`src/rtl/serial_subtractor.sv`:
```
// Multi-cycle subtractor: diff = a - b - bin, resolved DIGIT bits per clock
// through a ripple of full-subtractor cells with a registered borrow between digits.
module serial_subtractor #(
    parameter int WIDTH = 16,
    parameter int DIGIT = 4
) (
    input  logic             clk,
    input  logic             rst,
    input  logic             start,
    input  logic [WIDTH-1:0] a,
    input  logic [WIDTH-1:0] b,
    input  logic             bin,
    output logic             busy,
    output logic             done,
    output logic [WIDTH-1:0] diff,
    output logic             bout,
    output logic             zero,
    output logic             ovf,
    output logic             dbg_state
);

    localparam int N  = WIDTH / DIGIT;
    localparam int CW = (N > 1) ? $clog2(N) : 1;
    localparam logic [CW-1:0] LAST = CW'(N - 1);

    typedef enum logic {IDLE = 1'b0, RUN = 1'b1} state_t;

    state_t           state_q, state_d;
    logic [WIDTH-1:0] a_sh_q, a_sh_d, b_sh_q, b_sh_d;
    logic [WIDTH-1:0] res_q, res_d, diff_q, diff_d;
    logic [CW-1:0]    cnt_q, cnt_d;
    logic             br_q, br_d;
    logic             a_msb_q, a_msb_d, b_msb_q, b_msb_d;
    logic             bout_q, bout_d, zero_q, zero_d, ovf_q, ovf_d, done_q, done_d;

    logic [DIGIT-1:0]       dig;
    logic                   chain_bout;
    logic [WIDTH+DIGIT-1:0] res_cat;
    logic [WIDTH-1:0]       res_next;

    // One digit of full-subtractor cells, borrow rippling from bit 0 upward.
    always_comb begin : ripple
        logic br;
        br  = br_q;
        dig = '0;
        for (int i = 0; i < DIGIT; i++) begin
            dig[i] = a_sh_q[i] ^ b_sh_q[i] ^ br;
            br     = (~a_sh_q[i] & b_sh_q[i]) | (~a_sh_q[i] & br) | (b_sh_q[i] & br);
        end
        chain_bout = br;
    end

    // Digit enters the result register from the top; the wide concat keeps
    // the shift legal even when DIGIT equals WIDTH.
    always_comb begin
        res_cat  = {dig, res_q} >> DIGIT;
        res_next = res_cat[WIDTH-1:0];
    end

    always_comb begin
        state_d = state_q;
        a_sh_d  = a_sh_q;
        b_sh_d  = b_sh_q;
        res_d   = res_q;
        cnt_d   = cnt_q;
        br_d    = br_q;
        a_msb_d = a_msb_q;
        b_msb_d = b_msb_q;
        diff_d  = diff_q;
        bout_d  = bout_q;
        zero_d  = zero_q;
        ovf_d   = ovf_q;
        done_d  = 1'b0;
        case (state_q)
            IDLE: begin
                if (start) begin
                    a_sh_d  = a;
                    b_sh_d  = b;
                    br_d    = bin;
                    a_msb_d = a[WIDTH-1];
                    b_msb_d = b[WIDTH-1];
                    cnt_d   = '0;
                    state_d = RUN;
                end
            end
            RUN: begin
                a_sh_d = a_sh_q >> DIGIT;
                b_sh_d = b_sh_q >> DIGIT;
                res_d  = res_next;
                br_d   = chain_bout;
                cnt_d  = cnt_q + CW'(1);
                if (cnt_q == LAST) begin
                    diff_d  = res_next;
                    bout_d  = chain_bout;
                    zero_d  = (res_next == '0);
                    // Operand signs were captured at start since the shifters lose them.
                    ovf_d   = (a_msb_q != b_msb_q) && (res_next[WIDTH-1] != a_msb_q);
                    done_d  = 1'b1;
                    state_d = IDLE;
                end
            end
            default: state_d = IDLE;
        endcase
    end

    always_ff @(posedge clk) begin
        if (rst) begin
            state_q <= IDLE;
            a_sh_q  <= '0;
            b_sh_q  <= '0;
            res_q   <= '0;
            cnt_q   <= '0;
            br_q    <= 1'b0;
            a_msb_q <= 1'b0;
            b_msb_q <= 1'b0;
            diff_q  <= '0;
            bout_q  <= 1'b0;
            zero_q  <= 1'b0;
            ovf_q   <= 1'b0;
            done_q  <= 1'b0;
        end else begin
            state_q <= state_d;
            a_sh_q  <= a_sh_d;
            b_sh_q  <= b_sh_d;
            res_q   <= res_d;
            cnt_q   <= cnt_d;
            br_q    <= br_d;
            a_msb_q <= a_msb_d;
            b_msb_q <= b_msb_d;
            diff_q  <= diff_d;
            bout_q  <= bout_d;
            zero_q  <= zero_d;
            ovf_q   <= ovf_d;
            done_q  <= done_d;
        end
    end

    assign busy      = (state_q == RUN);
    assign done      = done_q;
    assign diff      = diff_q;
    assign bout      = bout_q;
    assign zero      = zero_q;
    assign ovf       = ovf_q;
    assign dbg_state = state_q;

endmodule

```
`config.mk`:
```
export PLATFORM = sky130hd
export DESIGN_NAME = serial_subtractor
export DESIGN_NICKNAME = d
export VERILOG_FILES = /design/src/rtl/serial_subtractor.sv
export SDC_FILE = /design/constraint.sdc
export NUM_CORES = 1
export LEC_CHECK = 0
export ABC_AREA = 1
export CAP_MARGIN = 20
export CORE_UTILIZATION = 47
export DETAILED_ROUTE_END_ITERATION = 10
export PLACE_DENSITY = 0.76
export SLEW_MARGIN = 15
export SYNTH_ARGS = -nofsm -noshare
export SYNTH_HDL_FRONTEND = slang
export SYNTH_SLANG_ARGS = --single-unit
```
`constraint.sdc`:
```
create_clock -name clk -period 2 [get_ports clk]
set_input_delay 0.4 -clock clk [delete_from_list [all_inputs] [get_ports clk]]
set_output_delay 0.4 -clock clk [all_outputs]
set_load 0.05 [all_outputs]
```
==> results of run 1 <==
final cells by class:
| type | count | area (um2) | share of cell area, % |
|---|---|---|---|
| Multi-Input combinational cell | 246 | 1430 | 35.3 |
| Clock buffer | 11 | 141 | 3.48 |
| Sequential cell | 70 | 1410 | 34.6 |
| Inverter | 48 | 185 | 4.56 |
| Timing Repair Buffer | 68 | 693 | 17.1 |
| Tap cell | 77 | 96.3 | 2.37 |
| Clock inverter | 5 | 106 | 2.62 |
worst min path at each step:
stage	from	endpoint	slack (ps)
detailed placement	diff[9]	diff[9]	450
global placement	diff[4]	diff[4]	440
finish	diff[11]	diff[11]	460
floorplan	cnt_q[1]	cnt_q[1]	440
global route	a_sh_q[12]	a_sh_q[12]	490
CTS	diff[13]	diff[13]	470
routing by layer:
layer | GRT usage, % | up-vias | routed length, um
met1 | 23.0 | 1174 | 2700
met4 | 7.99 | 0 | 128
met2 | 34.1 | 75 | 3130
met3 | 4.25 | 14 | 317
met5 | 0 | - | 0
li1 | - | 1304 | -
kinds of logic (layout without fill, tap and decap cells):
kind of cell | Yosys count | after routing
AO/OA/AOI/OAI | 56 | 56
AND/OR/NAND/NOR | 185 | 185
adder cells (fa/ha/maj) | 5 | 5
buffers and inverters | 68 | 132
flip-flops | 70 | 70
cells in the final DEF, fill, tap and decap left out:
cell and n:
a21oi_1 15, a21oi_2 10, a22o_1 4, buf_12 3, buf_4 8, buf_6 2, bufinv_16 3, clkbuf_1 1
clkbuf_8 10, clkdlybuf4s50_1 55, clkinv_4 1, clkinvlp_4 1, dfxtp_1 66, dfxtp_2 4, fa_2 4, ha_1 1
inv_1 39, inv_2 8, inv_6 1, nand2_1 118, nand2_2 22, nand2_4 4, nand3_1 4, nand3_2 22
nor2_1 12, nor2_4 1, nor2_8 1, o21ai_0 15, o21ai_2 12, or2_4 1
stage by stage:
step,TNS (ps),hold WS [ps]
6_report,-686,462
5_1_grt,-1090,490
4_1_cts,-748,467
3_5_place_dp,-988,449
3_3_place_gp,-551,440
2_1_floorplan,-297,444
tightest hold or removal path: cells and delay by family, from the launching register on:
family | cells | cell delay (ps)
DFF | 1 | 330
and+or+nand+nor | 1 | 60
AOI/OAI and AO/OA | 1 | 40
registers in the layout, summed over array words and instances (netlist names):
register,flops
a_sh_q,16
b_sh_q,16
diff,16
res_q,12
cnt_q,2
a_msb_q,1
b_msb_q,1
bout,1
br_q,1
busy,1
done,1
ovf,1
zero,1
where the power goes:
| group | leakage (uW) | total (uW) | internal [uW] | switching [uW] |
|---|---|---|---|---|
| clock | 0.000120 | 1390 | 865 | 521 |
| sequential | 0.000573 | 1510 | 1460 | 53.3 |
| combinational | 0.00120 | 481 | 225 | 256 |
| total | 0.00189 | 3380 | 2550 | 830 |
repair_timing:
action | CTS | global route
resized for setup | 8 | 7
endpoints found under the setup margin | 6 | 6
hold buffers | 0 | 0
pin swaps | 2 | 3
setup buffers | 0 | 2
==> results_dict.tcl, run 1 <==
set metrics [dict create \
    status "finished with violations" \
    violations "DRC, setup timing" \
    crit_fanout 2 \
    crit_family "adder cells" \
    synth_enable_flop_cells 0 \
    synth_area_leaders "dfxtp_1 (44%), nand2_1 (14%), nand3_2 (7.0%)" \
    path_common_cell "fa_2" \
    core_mm2 0.00642 \
    netlist_instances 384 \
    rr_worst_depth 12 \
    nNetsFinal 484 \
    max_slew_margin_pct 66.3 \
    r2r_start "b_sh_q[0]" \
    synth-seq-cells 70 \
    initial_core_util_pct 49.2 \
    post_drt_wl_per_cell_um 12.0 \
    die_h_um 84.0 \
    overflow 0 \
    drv_slew 0 \
    post-route-period-util_pct 111 \
    clock_sinks 70 \
    setup_slack_ps -228 \
    yosysTopAreaCellShare_pct 44.4 \
    cts.clk_slew.worst_paths_ps 80 \
    die_w_um 84.0 \
    hold_violations 0 \
    setup_viol 5 \
    cts_tree "done" \
    antenna_found_initial 0 \
    synth_top_area_cell "dfxtp_1" \
    crit_chain "inv_2 -> fa_2 -> inv_2 -> fa_2 -> fa_2 -> inv_2 -> fa_2 -> nor2_1 -> nand2_1 -> nor2_1 -> nand3_1 -> nand2_1" \
    hpwl_um 4400 \
    synth-compound-area-share_pct 11.5 \
    viasPerCell 4.89 \
    syn2layout_area_growth_pct 28.6 \
    ff2ff_setup_slack_ps -230 \
    p_leak_uw 0.00189 \
    tightest_slew_ps 504 \
    rows 29 \
    worstPathRequired_ps 2290 \
    drive_gt1_share_pct 26.3 \
    syn_area_mm2 0.00316 \
    peakVddDrop_uv 347 \
    insertion_delay_ps 340 \
    synth_cell_types 26 \
    worstSetupPathDepth 12 \
    synth_nets 425 \
    end_kind "register" \
    worstPathArrival_ps 2520 \
    cts_root_buf "clkbuf_8" \
    drt_pass1_iterations 8 \
    stdcell_area_mm2 0.00406 \
    post-route-min-period_ps 2230 \
    cpPeakStageDelay_ps 440 \
    synthFlopType "dfxtp_1" \
    avgSynthCellArea_um2 8.22 \
    dpl_cell_area_mm2 0.00377 \
    endpoint "zero" \
    worstSetupPathType "reg -> reg" \
    clockBufferDepth 2 \
    total_power_uw 3380 \
    max_cap_violations 0 \
    final_antenna_net_count 0 \
    dr_total_vias 2567 \
    drtIter0Drc 108 \
    min_path_type "reg -> reg" \
    drc 8 \
    synthMuxAreaShare_pct 0 \
    track_usage_pct 19.5 \
    ys_warn_count 0 \
    synthSimpleGateAreaFrac_pct 30.0 \
    synth_common_cells "nand2_1 (118), dfxtp_1 (70), inv_1 (44), nand2_2 (22), nand3_2 (22)" \
    synth_most_common_cell "nand2_1" \
    r2r-end "zero" \
    critPathLaunchType "register" \
    dp_cells 508 \
    rsz0062_at_grt "true" \
    grt_pass1_vias 2410 \
    grt_max_degree 38 \
    critical_path.slowest_cell "fa_2" \
    synth-async-reset-ratio_pct 0 \
    p_per_area_mw_per_mm2 833 \
    cts_buffers 9 \
    wirelength_um 6280 \
    seq_area_frac_synth_pct 44.4 \
    cp_num_buf_inv 3 \
    fillers 564 \
    final_cell_count_no_fill 525 \
    place_ws_ps -240 \
    gp_congestion 0.793 \
    finClkSkew_ps 9.37 \
    utilization_pct 63.2 \
    diodes 0 \
    ios 58 \
    synth_xor_area_share_pct 0 \
    cts_htree_levels 3 \
    grt_pass1_wl_um 10900 \
    synth_top_family_by_area "simple AND/OR/NAND/NOR gates" \
    die_area_mm2 0.00705 \
    min_delay_path_depth 2 \
    fmax_ghz 0.449 \
    synth_adder_area_share_pct 2.93 \
    worstSetupStartpoint "b_sh_q[0]" \
    io_buffer_count 57 \
]
Note: power is estimated with default switching activity, not from simulation.
==> run 2: changes to the inputs <==
Settings changed: CTS_CLUSTER_SIZE set to 20.
==> results of run 2 <==
Final layout, timing and power as in run 1 (identical DEF).
==> run 3: changes to the inputs <==
Settings changed: CORE_UTILIZATION 47 to 56, PLACE_DENSITY 0.76 to 0.85.
Clock period 2 ns to 2.75 ns, I/O delays scaled along.
==> results_dict.tcl, run 3 (synthesis gave the netlist of run 1 again) <==
set metrics [dict create \
    initial_core_util_pct 59.9 \
    overflow 0 \
    rsz0062_at_grt "false" \
    wirelength_um 6190 \
    peakVddDrop_uv 294 \
    ff2ff_setup_slack_ps 430 \
    rows 26 \
    cts_root_buf "clkbuf_8" \
    hp-start "diff[4]" \
    setup-tns-final_ps 0 \
    grt_pass1_vias 2401 \
    layout_common_cells "nand2_1 (118), dfxtp_1 (69), clkdlybuf4s50_1 (57)" \
    critPathLaunchType "register" \
    r2r_start "b_sh_q[0]" \
    crit_fanout 2 \
    setup_viol 0 \
    grt_pass1_wl_um 10600 \
    io_buffer_count 57 \
    final_cell_count_no_fill 510 \
    ios 58 \
    cts_buffers 9 \
    min_path_type "reg -> reg" \
    stdcell_area_mm2 0.00389 \
    drt_pass1_iterations 4 \
    p_leak_uw 0.00182 \
    drv_slew 0 \
    gp_congestion 0.805 \
    fmax_ghz 0.431 \
    drive_gt1_share_pct 21.1 \
    drtIter0Drc 161 \
    status "completed" \
    worstPathRequired_ps 3040 \
    min_delay_path_depth 2 \
    tightest_slew_ps 563 \
    dr_total_vias 2549 \
    cts_tree "done" \
    rr_worst_depth 12 \
    post-route-min-period_ps 2320 \
    dp_cells 494 \
    p_per_area_mw_per_mm2 595 \
    clockBufferDepth 2 \
    ctsHoldBuffers 0 \
    track_usage_pct 22.9 \
    insertion_delay_ps 350 \
    ctsResizeCount 0 \
    syn2layout_area_growth_pct 23.3 \
    max_slew_margin_pct 62.5 \
    hpwl_um 4230 \
    worstSetupStartpoint "b_sh_q[0]" \
    post_drt_wl_per_cell_um 12.1 \
    dpl_cell_area_mm2 0.00367 \
    postCtsSetupRepairBufs 0 \
    die_area_mm2 0.00594 \
    r2r-end "zero" \
    die_w_um 77.1 \
    grt_max_degree 53 \
    drc 0 \
    clock_sinks 70 \
    end_kind "register" \
    total_power_uw 2320 \
    nNetsFinal 476 \
    whs_ps 460 \
    min_to "diff[4]" \
    max_cap_violations 0 \
    core_mm2 0.00527 \
    diodes 0 \
    hold_violations 0 \
    worstSetupPathType "reg -> reg" \
    cts.clk_slew.worst_paths_ps 70 \
    die_h_um 77.1 \
    post-route-period-util_pct 84.3 \
    cts_htree_levels 3 \
    viasPerCell 5.00 \
    final_antenna_net_count 0 \
    antenna_found_initial 0 \
    finClkSkew_ps 7.90 \
    final_common_cell "nand2_1" \
    worstPathArrival_ps 2610 \
]
==> run 3: changes by cell type in the layout (fill, tap and decap cells not counted), sizes merged <==
cell,delta
clkinvlp,+1
clkdlybuf4s50,+2
bufinv,-1
clkbuf,-1
buf,-10
clkinv,+1
==> run 3: worst max-delay path, cell delays in order (launching register included) <==
cell and delay [ps]:
dfxtp_1 310, inv_1 70, fa_1 180, inv_1 60, fa_1 370, fa_1 370
inv_1 70, fa_1 430, nor2_1 120, nand2_1 60, nor2_1 90, nand3_1 80
nand2_1 60
==> run 3: worst max path at each step <==
stage / to / depth (start not counted)
6_report: zero / 12
5_1_grt: zero / 12
4_1_cts: zero / 12
3_5_place_dp: zero / 12
3_3_place_gp: ovf / 11
2_1_floorplan: ovf / 11
==> run 3: routing by layer <==
layer | GRT usage [%] | vias to the layer above | wire length [um]
met4 | 12.1 | 0 | 137
met1 | 26.6 | 1183 | 2690
met5 | 0 | - | 0
met3 | 4.17 | 13 | 229
li1 | - | 1283 | -
met2 | 40.0 | 70 | 3130
==> run 3: final cells by class <==
type / instances / area (um2)
tap: 70 / 87.6
clock buffer: 10 / 138
multi-input combinational: 246 / 1400
clock inverter: 6 / 85.1
inverter: 48 / 185
fill: 421 / 1380
timing repair buffer: 60 / 593
sequential: 70 / 1400
==> run 3: through the flow <==
stage	utilization (%)	worst slack, ps
after floorplan	-	588
after global placement	69.7	527
after detailed placement	69.7	425
after CTS	73.9	403
after global routing	73.9	232
final	73.9	431
==> run 3: where the power goes <==
| group | internal, uW | switching, uW | leakage (uW) | total [uW] |
|---|---|---|---|---|
| clock network | 532 | 382 | 0.000108 | 914 |
| logic | 130 | 180 | 0.00114 | 310 |
| registers | 1060 | 30.9 | 0.000572 | 1090 |
